[config.mk]
export PLATFORM = sky130hd
export DESIGN_NAME = opendap_apb_initiator_flat
export DESIGN_NICKNAME = d
export VERILOG_FILES = /design/src/rtl/opendap_apb_initiator_if.sv /design/src/rtl/opendap_apb_initiator.sv /design/src/flat_wrapper.sv
export SDC_FILE = /design/constraint.sdc
export NUM_CORES = 1
export LEC_CHECK = 0
export BUFFER_PORTS_ARGS = -buffer_cell sky130_fd_sc_hd__buf_2
export CORE_UTILIZATION = 51
export CTS_BUF_LIST = sky130_fd_sc_hd__clkbuf_8 sky130_fd_sc_hd__clkbuf_16
export CTS_CLUSTER_SIZE = 24
export DETAILED_ROUTE_END_ITERATION = 6
export GPL_ROUTABILITY_DRIVEN = 0
export PLACE_DENSITY = 0.85
export SLEW_MARGIN = 10
export SYNTH_ARGS = -nofsm -noshare
export SYNTH_HDL_FRONTEND = slang
export SYNTH_SLANG_ARGS = --single-unit
[constraint.sdc]
create_clock -name clk -period 2.6 [get_ports clk]
set_clock_uncertainty 0.1 [all_clocks]
set_input_delay 0.13 -clock clk [delete_from_list [all_inputs] [get_ports clk]]
set_output_delay 0.13 -clock clk [all_outputs]
set_load 0.05 [all_outputs]
[src/rtl/opendap_apb_initiator_if.sv]
// Command/response stream plus APB bus bundle for the APB initiator.
// master = the initiator itself, slave = command source, response sink and APB completer.
interface opendap_apb_initiator_if #(
  parameter int W_ADDR = 8,
  parameter int W_DATA = 32,
  parameter int W_WAIT = 8
) ();
  logic              cmd_valid;
  logic              cmd_ready;
  logic              cmd_write;
  logic [W_ADDR-1:0] cmd_addr;
  logic [W_DATA-1:0] cmd_wdata;
  logic              rsp_valid;
  logic              rsp_ready;
  logic [W_DATA-1:0] rsp_rdata;
  logic              rsp_err;
  logic [W_WAIT-1:0] rsp_wait;
  logic              psel;
  logic              penable;
  logic              pwrite;
  logic [W_ADDR-1:0] paddr;
  logic [W_DATA-1:0] pwdata;
  logic [W_DATA-1:0] prdata;
  logic              pready;
  logic              pslverr;

  modport master (
    input  cmd_valid, cmd_write, cmd_addr, cmd_wdata, rsp_ready,
           prdata, pready, pslverr,
    output cmd_ready, rsp_valid, rsp_rdata, rsp_err, rsp_wait,
           psel, penable, pwrite, paddr, pwdata
  );

  modport slave (
    output cmd_valid, cmd_write, cmd_addr, cmd_wdata, rsp_ready,
           prdata, pready, pslverr,
    input  cmd_ready, rsp_valid, rsp_rdata, rsp_err, rsp_wait,
           psel, penable, pwrite, paddr, pwdata
  );
endinterface

[src/rtl/opendap_apb_initiator.sv]
// APB initiator: one transfer at a time, accept at edge N -> SETUP N+1, ACCESS N+2, response from N+3.
// A held, unconsumed response blocks cmd_ready, so no new APB transfer starts until it is taken.
module opendap_apb_initiator #(
  parameter int W_ADDR = 8,
  parameter int W_DATA = 32,
  parameter int W_WAIT = 8
) (
  input logic                    clk,
  input logic                    rst_n,
  opendap_apb_initiator_if.master bus
);

  typedef enum logic [1:0] {IDLE, SETUP, ACCESS} state_t;

  state_t            state;
  logic [W_WAIT-1:0] wait_cnt;
  logic              psel;
  logic              penable;
  logic              pwrite;
  logic [W_ADDR-1:0] paddr;
  logic [W_DATA-1:0] pwdata;
  logic              rsp_valid;
  logic [W_DATA-1:0] rsp_rdata;
  logic              rsp_err;
  logic [W_WAIT-1:0] rsp_wait;
  logic              cmd_ready;
  logic              accept;
  logic              consume;

  // rst_n gating keeps cmd_ready low for the whole reset, not just after the first edge.
  assign cmd_ready = rst_n && (state == IDLE) && (!rsp_valid || bus.rsp_ready);
  assign accept    = bus.cmd_valid && cmd_ready;
  assign consume   = rsp_valid && bus.rsp_ready;

  always_ff @(posedge clk or negedge rst_n) begin
    if (!rst_n) begin
      state     <= IDLE;
      wait_cnt  <= '0;
      psel      <= 1'b0;
      penable   <= 1'b0;
      pwrite    <= 1'b0;
      paddr     <= '0;
      pwdata    <= '0;
      rsp_valid <= 1'b0;
      rsp_rdata <= '0;
      rsp_err   <= 1'b0;
      rsp_wait  <= '0;
    end else begin
      if (consume) begin
        rsp_valid <= 1'b0;
      end
      case (state)
        IDLE: begin
          if (accept) begin
            pwrite   <= bus.cmd_write;
            paddr    <= bus.cmd_addr;
            pwdata   <= bus.cmd_wdata;
            wait_cnt <= '0;
            psel     <= 1'b1;
            state    <= SETUP;
          end
        end
        SETUP: begin
          penable <= 1'b1;
          state   <= ACCESS;
        end
        ACCESS: begin
          if (bus.pready) begin
            psel      <= 1'b0;
            penable   <= 1'b0;
            rsp_rdata <= pwrite ? '0 : bus.prdata;
            rsp_err   <= bus.pslverr;
            rsp_wait  <= wait_cnt;
            rsp_valid <= 1'b1;
            state     <= IDLE;
          end else if (wait_cnt != {W_WAIT{1'b1}}) begin
            // Saturate rather than wrap so very long stalls still read as "many".
            wait_cnt <= wait_cnt + W_WAIT'(1);
          end
        end
        default: state <= IDLE;
      endcase
    end
  end

  assign bus.cmd_ready = cmd_ready;
  assign bus.psel      = psel;
  assign bus.penable   = penable;
  assign bus.pwrite    = pwrite;
  assign bus.paddr     = paddr;
  assign bus.pwdata    = pwdata;
  assign bus.rsp_valid = rsp_valid;
  assign bus.rsp_rdata = rsp_rdata;
  assign bus.rsp_err   = rsp_err;
  assign bus.rsp_wait  = rsp_wait;

endmodule

[src/flat_wrapper.sv]
// flat-port wrapper written by rule: the top's interface ports become plain ports
module opendap_apb_initiator_flat 
#(
  parameter int W_ADDR = 8,
  parameter int W_DATA = 32,
  parameter int W_WAIT = 8
)
  (clk, rst_n, bus_cmd_valid, bus_cmd_write, bus_cmd_addr, bus_cmd_wdata, bus_rsp_ready, bus_prdata, bus_pready, bus_pslverr, bus_cmd_ready, bus_rsp_valid, bus_rsp_rdata, bus_rsp_err, bus_rsp_wait, bus_psel, bus_penable, bus_pwrite, bus_paddr, bus_pwdata);
  opendap_apb_initiator_if #(.W_ADDR(W_ADDR), .W_DATA(W_DATA), .W_WAIT(W_WAIT)) bus_i ();
  input logic clk;
  input logic rst_n;
  input wire logic [$bits(bus_i.cmd_valid)-1:0] bus_cmd_valid;
  input wire logic [$bits(bus_i.cmd_write)-1:0] bus_cmd_write;
  input wire logic [$bits(bus_i.cmd_addr)-1:0] bus_cmd_addr;
  input wire logic [$bits(bus_i.cmd_wdata)-1:0] bus_cmd_wdata;
  input wire logic [$bits(bus_i.rsp_ready)-1:0] bus_rsp_ready;
  input wire logic [$bits(bus_i.prdata)-1:0] bus_prdata;
  input wire logic [$bits(bus_i.pready)-1:0] bus_pready;
  input wire logic [$bits(bus_i.pslverr)-1:0] bus_pslverr;
  output wire logic [$bits(bus_i.cmd_ready)-1:0] bus_cmd_ready;
  output wire logic [$bits(bus_i.rsp_valid)-1:0] bus_rsp_valid;
  output wire logic [$bits(bus_i.rsp_rdata)-1:0] bus_rsp_rdata;
  output wire logic [$bits(bus_i.rsp_err)-1:0] bus_rsp_err;
  output wire logic [$bits(bus_i.rsp_wait)-1:0] bus_rsp_wait;
  output wire logic [$bits(bus_i.psel)-1:0] bus_psel;
  output wire logic [$bits(bus_i.penable)-1:0] bus_penable;
  output wire logic [$bits(bus_i.pwrite)-1:0] bus_pwrite;
  output wire logic [$bits(bus_i.paddr)-1:0] bus_paddr;
  output wire logic [$bits(bus_i.pwdata)-1:0] bus_pwdata;
  assign bus_i.cmd_valid = bus_cmd_valid;
  assign bus_i.cmd_write = bus_cmd_write;
  assign bus_i.cmd_addr = bus_cmd_addr;
  assign bus_i.cmd_wdata = bus_cmd_wdata;
  assign bus_i.rsp_ready = bus_rsp_ready;
  assign bus_i.prdata = bus_prdata;
  assign bus_i.pready = bus_pready;
  assign bus_i.pslverr = bus_pslverr;
  assign bus_cmd_ready = bus_i.cmd_ready;
  assign bus_rsp_valid = bus_i.rsp_valid;
  assign bus_rsp_rdata = bus_i.rsp_rdata;
  assign bus_rsp_err = bus_i.rsp_err;
  assign bus_rsp_wait = bus_i.rsp_wait;
  assign bus_psel = bus_i.psel;
  assign bus_penable = bus_i.penable;
  assign bus_pwrite = bus_i.pwrite;
  assign bus_paddr = bus_i.paddr;
  assign bus_pwdata = bus_i.pwdata;
  opendap_apb_initiator #(.W_ADDR(W_ADDR), .W_DATA(W_DATA), .W_WAIT(W_WAIT)) u_core (.clk(clk), .rst_n(rst_n), .bus(bus_i));
endmodule
# --- Word-level counts from Yosys, hierarchy flattened ---
# Cells that the tools add are included.
word_totals:
  register_bits: 95
  n_memories: 0
  romBits: 0
  input_bits: 79
  wordCells: 49
  latch_bits: 0
  ramBits: 0
classes:
  div: 0
  eq_ne: 7
  mul: 0
  add_sub_neg: 1
  shift: 0
  bitwise: 0
  order_cmp: 0
  n_reduce_logical: 15
  n_mux: 15
op_table:
  columns: ["cell", "count"]
  rows:
  - ["2-to-1 mux 32 bit", 1]
  - ["2-to-1 mux 8 bit", 3]
  - ["one-hot mux 8 bit (2 select lines)", 1]
  - ["adder 8 x 1 -> 8 bit, second input constant", 1]
  - ["!= test 8 bit, second input constant", 1]
  - ["AND reduction 2 bit", 4]
  - ["one-hot mux 2 bit (3 select lines)", 1]
  - ["2-to-1 mux 1 bit", 5]
  - ["logical AND 1 bit", 4]
  - ["2-to-1 mux 2 bit", 2]
  - ["!= test 2 x 1 -> 1 bit, second input constant", 2]
  - ["!= test 2 bit, second input constant", 2]
  - ["one-hot mux 1 bit (2 select lines)", 2]
  - ["AND reduction 4 bit", 1]
  - ["nonzero test 2 bit", 2]
  - ["AND reduction 3 bit", 1]
  - ["equality test 2 x 1 -> 1 bit, second input constant", 1]
  - ["equality test 2 bit, second input constant", 1]
  - ["logical NOT 2 bit", 1]
  - ["logical NOT 1 bit", 1]
  - ["logical OR 1 bit", 1]

# --- Longest topological paths before layout ---
# Gate-level depths: netlist of the first run.
depth:
  ltp_word: 6
  depth_mapped: 6
  mapped_depth_nobuf: 5

# --- Worst setup path before layout of the first run ---
# OpenSTA, ideal clock, no wires.
synth_timing:
  kind: "reg2reg"
  startpoint: "reg u_core.rsp_valid (netlist: u_core.bus.rsp_valid)"
  endpoint: "reg u_core.paddr[0] (netlist: u_core.bus.paddr[0])"
  slack_ns: 1.040
  arrival_time_ns: 1.394
  setup_ns: 0.066
  stages_incl_launch_ff: 6
  n_path_buf: 1
  synth_period_minus_slack_ns: 1.560
  path_cell_list: "dfrtp_1 > nand2b_1 > nand4_4 > clkbuf_1 > nand2_1 > nand2_1"
synth_between:
  elab_chain_len: 5
synth_rtl:
  columns: ["item", "line", "rtl"]
  rows:
  - ["start, declared", "opendap_apb_initiator.sv:22", "logic rsp_valid;"]
  - ["start signal, assigned", "opendap_apb_initiator.sv:44", "rsp_valid <= 1'b0;"]
  - ["start signal, assigned", "opendap_apb_initiator.sv:50", "rsp_valid <= 1'b0;"]
  - ["start signal, assigned", "opendap_apb_initiator.sv:74", "rsp_valid <= 1'b1;"]
  - ["logical NOT 1 bit", "opendap_apb_initiator.sv:31", "assign cmd_ready = rst_n && (state == IDLE) && (!rsp_valid || bus.rsp_ready);"]
  - ["logical OR 1 bit", "opendap_apb_initiator.sv:31", null]
  - ["logical AND 1 bit", "opendap_apb_initiator.sv:31", null]
  - ["logical AND 1 bit", "opendap_apb_initiator.sv:32", "assign accept = bus.cmd_valid && cmd_ready;"]
  - ["AND reduction 2 bit (no line)", null, null]
  - ["end signal, assigned", "opendap_apb_initiator.sv:56", "paddr <= bus.cmd_addr;"]
  - ["end, declared", "opendap_apb_initiator.sv:20", "logic [W_ADDR-1:0] paddr;"]
# No other way between the ends.
# A chain may end at the register's enable or synchronous reset.

# --- Worst setup path in the final report of the first run ---
layout_timing:
  startpoint: "in rst_n"
  endpoint: "out bus_cmd_ready"
layout_between:
  elab_chain_len: 2
layout_rtl:
  columns: ["item", "line", "rtl"]
  rows:
  - ["start, declared", "flat_wrapper.sv:11", "input logic rst_n;"]
  - ["logical AND 1 bit (2 in a row)", "opendap_apb_initiator.sv:31", null]
  - ["end, declared", "flat_wrapper.sv:20", "output wire logic [$bits(bus_i.cmd_ready)-1:0] bus_cmd_ready;"]
# No other way between the ends.

==> results of run 1 <==
==> worst max-delay path, cell delays in order <==
cell and delay [ns]:
dlygate4sd3_1 0.56, buf_4 0.13, buf_4 0.47, and3_1 0.24, buf_2 0.27
==> cell usage in the layout, fill, tap and decap left out, drive strengths merged <==
master and n:
a41oi 2, nand2b 35, ha 1, nor2b 1
dlygate4sd3 76, nand4 2, a21oi 5, nand3 3
o21ai 39, dfrtp 95, and3 3, bufinv 2
o211a 1, inv 3, mux2 8, o21a 2
o211ai 1, o31a 1, nor2 4, a22o 1
clkinv 3, nand2 164, clkbuf 9, buf 169
o22a 1, a31oi 3
==> worst paths after layout <==
| path | startpoint | to | slack [ns] | cells after the start |
|---|---|---|---|---|
| setup / recovery | rst_n | bus_cmd_ready | 0.55 | 5 |
| hold / removal | bus_rsp_ready | u_core.bus.rsp_valid$_DFF_PN0_ | 0.06 | 3 |
| setup reg to reg | u_core.state[1]$_DFFE_PN0P_ | u_core.bus.rsp_rdata[17]$_DFFE_PN0P_ | 0.70 | 5 |
| hold reg to reg | u_core.bus.pwdata[24]$_DFFE_PN0P_ | u_core.bus.pwdata[24]$_DFFE_PN0P_ | 0.37 | 2 |
| max in group asynchronous | rst_n | u_core.bus.rsp_rdata[22]$_DFFE_PN0P_ | 0.97 | 4 |
| min in group asynchronous | rst_n | u_core.bus.rsp_rdata[6]$_DFFE_PN0P_ | 0.38 | 3 |
==> kinds of logic after synthesis <==
| group | Yosys count | share of synthesized area |
|---|---|---|
| simple gates | 212 | 0.241 |
| buf+inv | 22 | 0.0297 |
| compound gates | 56 | 0.0834 |
| flops | 95 | 0.619 |
| fa+ha+maj | 1 | 0.00326 |
| mux | 8 | 0.0235 |
==> sequential cells by signal, indices dropped and copies added (netlist names) <==
name and count:
u_core.state 2, u_core.bus.rsp_err 1, u_core.wait_cnt 8, u_core.bus.paddr 8
u_core.bus.rsp_valid 1, u_core.bus.psel 1, u_core.bus.rsp_rdata 32, u_core.bus.pwdata 32
u_core.bus.pwrite 1, u_core.bus.rsp_wait 8, u_core.bus.penable 1
==> per-stage QoR <==
stage | hold WS [ns] | cell area (um^2) | cells | setup slack [ns] | total power, W
after floorplan | -0.266 | 3840 | 394 | 1.04 | 0.00471
after global placement | 0.173 | 4720 | 643 | 0.838 | 0.00544
after detailed placement | 0.180 | 4720 | 643 | 0.745 | 0.00552
after CTS | 0.0496 | 5680 | 733 | 0.502 | 0.00662
after global routing | 0.0747 | 5680 | 733 | 0.410 | 0.00702
final | 0.0565 | 5680 | 733 | 0.553 | 0.00668
==> final cells by class <==
type / instances / area (um^2) / share of cell area
Sequential cell: 95 / 2380 / 0.418
Timing Repair Buffer: 245 / 1620 / 0.285
Inverter: 3 / 11.3 / 0.00198
Clock buffer: 9 / 124 / 0.0218
Tap cell: 99 / 124 / 0.0218
Multi-Input combinational cell: 277 / 1350 / 0.238
Clock inverter: 5 / 75.1 / 0.0132
==> report_power, final <==
part / total [W] / internal [W] / switching [W]
Sequential: 0.00236 / 0.00200 / 0.000360
Combinational: 0.00331 / 0.000770 / 0.00254
Clock: 0.00100 / 0.000527 / 0.000477
Total: 0.00668 / 0.00330 / 0.00338
==> routing by layer <==
metal / GRT usage / vias to the layer above / share of wire
met4: 0.147 / 0 / 0.026
met3: 0.0765 / 36 / 0.069
met2: 0.527 / 180 / 0.52
met5: 0 / - / 0
met1: 0.324 / 1808 / 0.39
li1: - / 1735 / -
==> summary.txt, run 1 <==
Logic synthesis
  • Net Count, Synth: roughly 470
  • Synth Flop Type: dfrtp_1
  • Asr flop ratio synth: 1.00
  • Top-count cell post-synth: nand2_1
  • Count of different cell masters after synthesis: 30
  • Top cells by count, synth: nand2_1 (164), dfrtp_1 (95), nand2b_1 (35)
  • Syn_area_per_cell: slightly below 10 um^2
  • Area fraction of the dominant cell type after synthesis: 0.619
  • Cells after Synth: 394
  • Syn Std Cell Area: 3840 um^2
  • Seq cells post-synth: 95
  • Post-synth EDFFs: 0
  • Ranking of synthesized cells by area: dfrtp_1 (62%), nand2_1 (16%), nand2b_1 (5.7%)
  • YS warnings: 0
  • Seq/Total Area, Yosys: 0.619
  • Largest area contributor in the netlist: dfrtp_1

Placed design
  • PortBufs: 164
  • DP HPWL: roughly 6300 um

CTS
  • Post-CTS Setup Bufs: 0
  • CTS Root Cell: clkbuf_8
  • CTS tree: built
  • Post-CTS resize count: 0
  • Clk sinks: 95
  • CTS Buffer Depth: 2
  • CTS Hold Buffers Added: between 70 and 80
  • Num CTS Buffers: 9
  • Number of H-tree levels: 3
  • Clock Latency Late Sink: around 0.34 ns
  • Clock transition at path regs: 0.08 ns

Run status
  • Status: completed

Final layout
  • Final #Nets: around 700
  • Fin util: 0.784
  • Antenna diodes: 0
  • Filler cells: 435
  • Fraction of layout cells with a size suffix above 1: 0.311
  • Synth-to-Final Area Change: 48.0%

Timing
  • Maximum clock rate: a little under 0.5 GHz
  • Slew @ Worst Pin: between 0.8 and 0.9 ns
  • Post-layout minimum cycle time: roughly 2.0 ns
  • Setup tns final: 0 ns
  • RSZ-0062 raised after global routing: no
  • Crit share post-route: 0.787
  • Final hold violation count: 0
  • Final setup fails: 0
  • Max-slew headroom: 0.458
  • Fin. max-slew vios: 0

Detailed routing
  • Drt drc: 0
  • Per-cell routed wire length: between 15 and 20 um
  • Drt pass-1 iters: 5
  • Detailed router's first-iteration violation count: 200
  • Via-per-instance ratio: between 5 and 6
  • Antenna viol nets, final: 0
  • Via Count: approximately 3.8k
  • Routed WL: 11300 um

Setup path
  • Critical path class: primary input to output pin
  • CP endpoint kind: output pin
  • Worst Path Arrival: around 1.8 ns
  • Critical path required time: 2.37 ns
  • Crit Path Max Fanout: between 40 and 50
  • Type of origin of the critical path: primary input

Global route
  • First-pass GRT wire length: roughly 17000 um
  • Initial antenna violation count: 0
  • Vias in the first global route: between 3k and 4k
  • Largest net degree at the start of global routing: 53
  • GRT Resource Usage Total: 0.295
  • GR Overflow Total: 0

Power and ir drop
  • Leak: between 3 and 4 nW
  • VDD IR-drop max: 672 uV
  • Pwr per Cell Area: about 1200 nW/um^2

Die
  • Die area: just under 8000 um^2
  • Die height: 88.8 um
  • Initial Util: 0.529
  • Die width: around 90 um
  • Row cnt: 31
  • Core Area: approximately 7300 um^2
  • IO Pins: 165

Worst hold path
  • Hold WC Path Type: primary input to flip-flop

Run
  • Max-cap check violation count: 0
Power figures use the tool's default switching activity.
==> run 2, diff against run 1 <==
--- a/config.mk
+++ b/config.mk
@@ -6,12 +6,12 @@
 export NUM_CORES = 1
 export LEC_CHECK = 0
 export BUFFER_PORTS_ARGS = -buffer_cell sky130_fd_sc_hd__buf_2
-export CORE_UTILIZATION = 51
+export CORE_UTILIZATION = 43
 export CTS_BUF_LIST = sky130_fd_sc_hd__clkbuf_8 sky130_fd_sc_hd__clkbuf_16
 export CTS_CLUSTER_SIZE = 24
 export DETAILED_ROUTE_END_ITERATION = 6
 export GPL_ROUTABILITY_DRIVEN = 0
-export PLACE_DENSITY = 0.85
+export PLACE_DENSITY = 0.76
 export SLEW_MARGIN = 10
 export SYNTH_ARGS = -nofsm -noshare
 export SYNTH_HDL_FRONTEND = slang
==> constraint.sdc (replaced) <==
create_clock -name clk -period 1.8 [get_ports clk]
set_clock_uncertainty 0.1 [all_clocks]
set_input_delay 0.09 -clock clk [delete_from_list [all_inputs] [get_ports clk]]
set_output_delay 0.09 -clock clk [all_outputs]
set_load 0.05 [all_outputs]
==> run 2 against run 1 <==
  * Combinational power rose by 45%
  * Sequential power is 42% higher
  * Worst hold slack improved by 0.23 ns
  * Worst setup slack worse by 0.41 ns
  * Via count decreased by 3.8%
  * Clock power up 45%
  * Largest power group unchanged
  * Cell area rose by 2.0%
  * Cell count grew 2.7%
==> summary.txt, run 2 (synthesized netlist as in run 1, its figures left out) <==
Global route
  • Busiest grt layer: met2
  • Met1 Use GR: 0.269 (-0.0548)
  • Met2 Track Usage GR: 0.383 (-0.144)
  • Initial antenna violation count: 0 (unchanged)
  • Largest net degree at the start of global routing: 67 (+26%)
  • First-pass GRT wire length: 15500 um (-11%)
  • Vias in the first global route: 3333 (-13%)
  • GR Layer Usage met3: 0.0462 (-0.0303)
  • GR Overflow Total: 0 (unchanged)
  • GRT Resource Usage Total: 0.219 (-0.0753)

Setup path
  • Type of origin of the critical path: flip-flop
  • Worst Path Arrival: 1.78 ns (-0.04 ns)
  • CP endpoint kind: flip-flop
  • Critical path class: flip-flop to flip-flop
  • Crit Path Max Fanout: 6 (-87%)
  • Critical path required time: 1.92 ns (-0.45 ns)

Die
  • Die area: 9310 um^2 (+18%)
  • Initial Util: 0.442 (-0.0869)
  • IO Pins: 165 (unchanged)
  • Core Area: 8680 um^2 (+20%)
  • Row cnt: 34 (+9.7%)
  • Die height: 96.5 um (+8.7%)
  • Die width: 96.5 um (+8.7%)

Power and ir drop
  • Sw frac: 0.500 (-0.00529)
  • Internal power: 0.00480 W (+46%)
  • Clock power frac: 0.151 (about the same)
  • Leak: 3.15 nW (+2.0%)
  • Net Sw Power: 0.00481 W (+42%)
  • Design Power: 0.00961 W (+44%)
  • VDD IR-drop max: 899 uV (+34%)
  • Seq pwr share: 0.349 (-0.005)
  • Comb power frac: 0.499 (+0.003)
  • Pwr per Cell Area: 1660 nW/um^2 (+41%)

Run
  • Max-cap check violation count: 0 (unchanged)

Placed design
  • Placed Cells: 659 (+2.5%)
  • DP HPWL: 6580 um (+4.8%)
  • PortBufs: 164 (unchanged)

Detailed routing
  • Via-per-instance ratio: 4.80 (-6.3%)
  • Detailed router's first-iteration violation count: 118 (-41%)
  • Drt drc: 0 (unchanged)
  • Routed WL: 10500 um (-6.8%)
  • Drt pass-1 iters: 4 (-1)
  • Via Count: 3618 (-3.8%)
  • Antenna viol nets, final: 0 (unchanged)
  • Per-cell routed wire length: 14.0 um (-9.3%)

Timing
  • Post-layout minimum cycle time: around 1.7 ns
  • RSZ-0062 raised after global routing: no
  • Setup tns final: 0 ns (unchanged)
  • Crit share post-route: 0.923
  • Slew @ Worst Pin: 0.826 ns (+0.0131 ns)
  • Fin. max-slew vios: 0 (unchanged)
  • WHS: 0.282 ns (+0.226 ns)
  • Maximum clock rate: 0.602 GHz
  • Final setup fails: 0 (unchanged)
  • Final hold violation count: 0 (unchanged)
  • Max-slew headroom: 0.449 (-0.00876)

Final layout
  • Top flop regs: u_core.bus.pwdata (32), u_core.bus.rsp_rdata (32)
  • Final #Nets: 720 (+1.3%)
  • Final std cells w/o fill: 753 (+2.7%)
  • FF+latch area: 2380 um^2 (unchanged)
  • Synth-to-Final Area Change: 51.0%
  • Multi-input gate area: 1360 um^2 (+0.56%)
  • Fraction of layout cells with a size suffix above 1: 0.319 (+0.00865)
  • Highest-count cells in the layout ignoring fill and taps: nand2_1 (163), buf_2 (163), dfrtp_1 (95)
  • Filler cells: 668 (+54%)
  • Antenna diodes: 0 (unchanged)

CTS
  • Clk sinks: 95 (unchanged)
  • Clock Latency Late Sink: 0.35 ns (about the same)
  • CTS Buffer Depth: 2 (unchanged)
  • CTS tree: built
  • Num CTS Buffers: 9 (unchanged)
  • Post-CTS Setup Bufs: 0 (unchanged)
  • Clock transition at path regs: 0.09 ns (about the same)
  • Number of H-tree levels: 3 (unchanged)
  • CTS Root Cell: clkbuf_8

Worst hold path
  • Hold WC Path Type: primary input to asynchronous set/reset pin

Run status
  • Status: completed
run 2: cell type report:
class                           count  area share
Sequential cell                    95       0.410
Timing Repair Buffer              254       0.294
Multi-Input combinational cell    277       0.234
Clock buffer                       12      0.0285
Tap cell                          108      0.0233
Clock inverter                      4     0.00755
Inverter                            3     0.00194
run 2: worst paths after layout:
check | start | to | slack [ns] | cells after the start
worst max-delay path | u_core.wait_cnt[0]$_DFFE_PN0P_ | u_core.wait_cnt[5]$_DFFE_PN0P_ | 0.14 | 5
worst max register to register | u_core.wait_cnt[0]$_DFFE_PN0P_ | u_core.wait_cnt[5]$_DFFE_PN0P_ | 0.14 | 5
min in group clk | bus_cmd_wdata[11] | u_core.bus.pwdata[11]$_DFFE_PN0P_ | 0.36 | 4
worst min register to register | u_core.bus.pwdata[22]$_DFFE_PN0P_ | u_core.bus.pwdata[22]$_DFFE_PN0P_ | 0.38 | 2
max in group asynchronous | rst_n | u_core.bus.pwdata[19]$_DFFE_PN0P_ | 0.59 | 3
worst min-delay path | rst_n | u_core.bus.rsp_rdata[3]$_DFFE_PN0P_ | 0.28 | 3
run 2: repair_timing:
action,CTS,global route
hold endpoints to repair,172,0
resized for setup,0,2
endpoints found under the setup margin,0,4
hold buffers,78,0
run 2: through the flow:
step	cell area [um^2]	utilization	setup WS (ns)
4_1_cts	5790	0.667	0.0681
3_5_place_dp	4800	0.553	0.0997
3_3_place_gp	4800	0.553	0.192
2_1_floorplan	3840	-	0.240
6_report	5800	0.668	0.138
5_1_grt	5800	0.668	0.00986
run 2: power groups by stage:
stage               Clock (W)  Sequential [W]  Combinational [W]
floorplan                   0         0.00592           0.000892
global placement            0         0.00335            0.00458
detailed placement          0         0.00338            0.00464
CTS                   0.00150         0.00335            0.00478
global route          0.00158         0.00346            0.00511
finish                0.00145         0.00336            0.00480
run 2: metal layers:
layer,wire length [um],up-vias
li1,-,1760
met1,4410,1719
met2,5320,130
met3,712,9
met4,105,0
met5,0,-
run 2: critical path, stage by stage (launching register included):
cell and delay [ns]:
dfrtp_1 0.41, ha_1 0.23, nand3_1 0.17, o211a_1 0.33, a41oi_1 0.23, a31oi_1 0.07
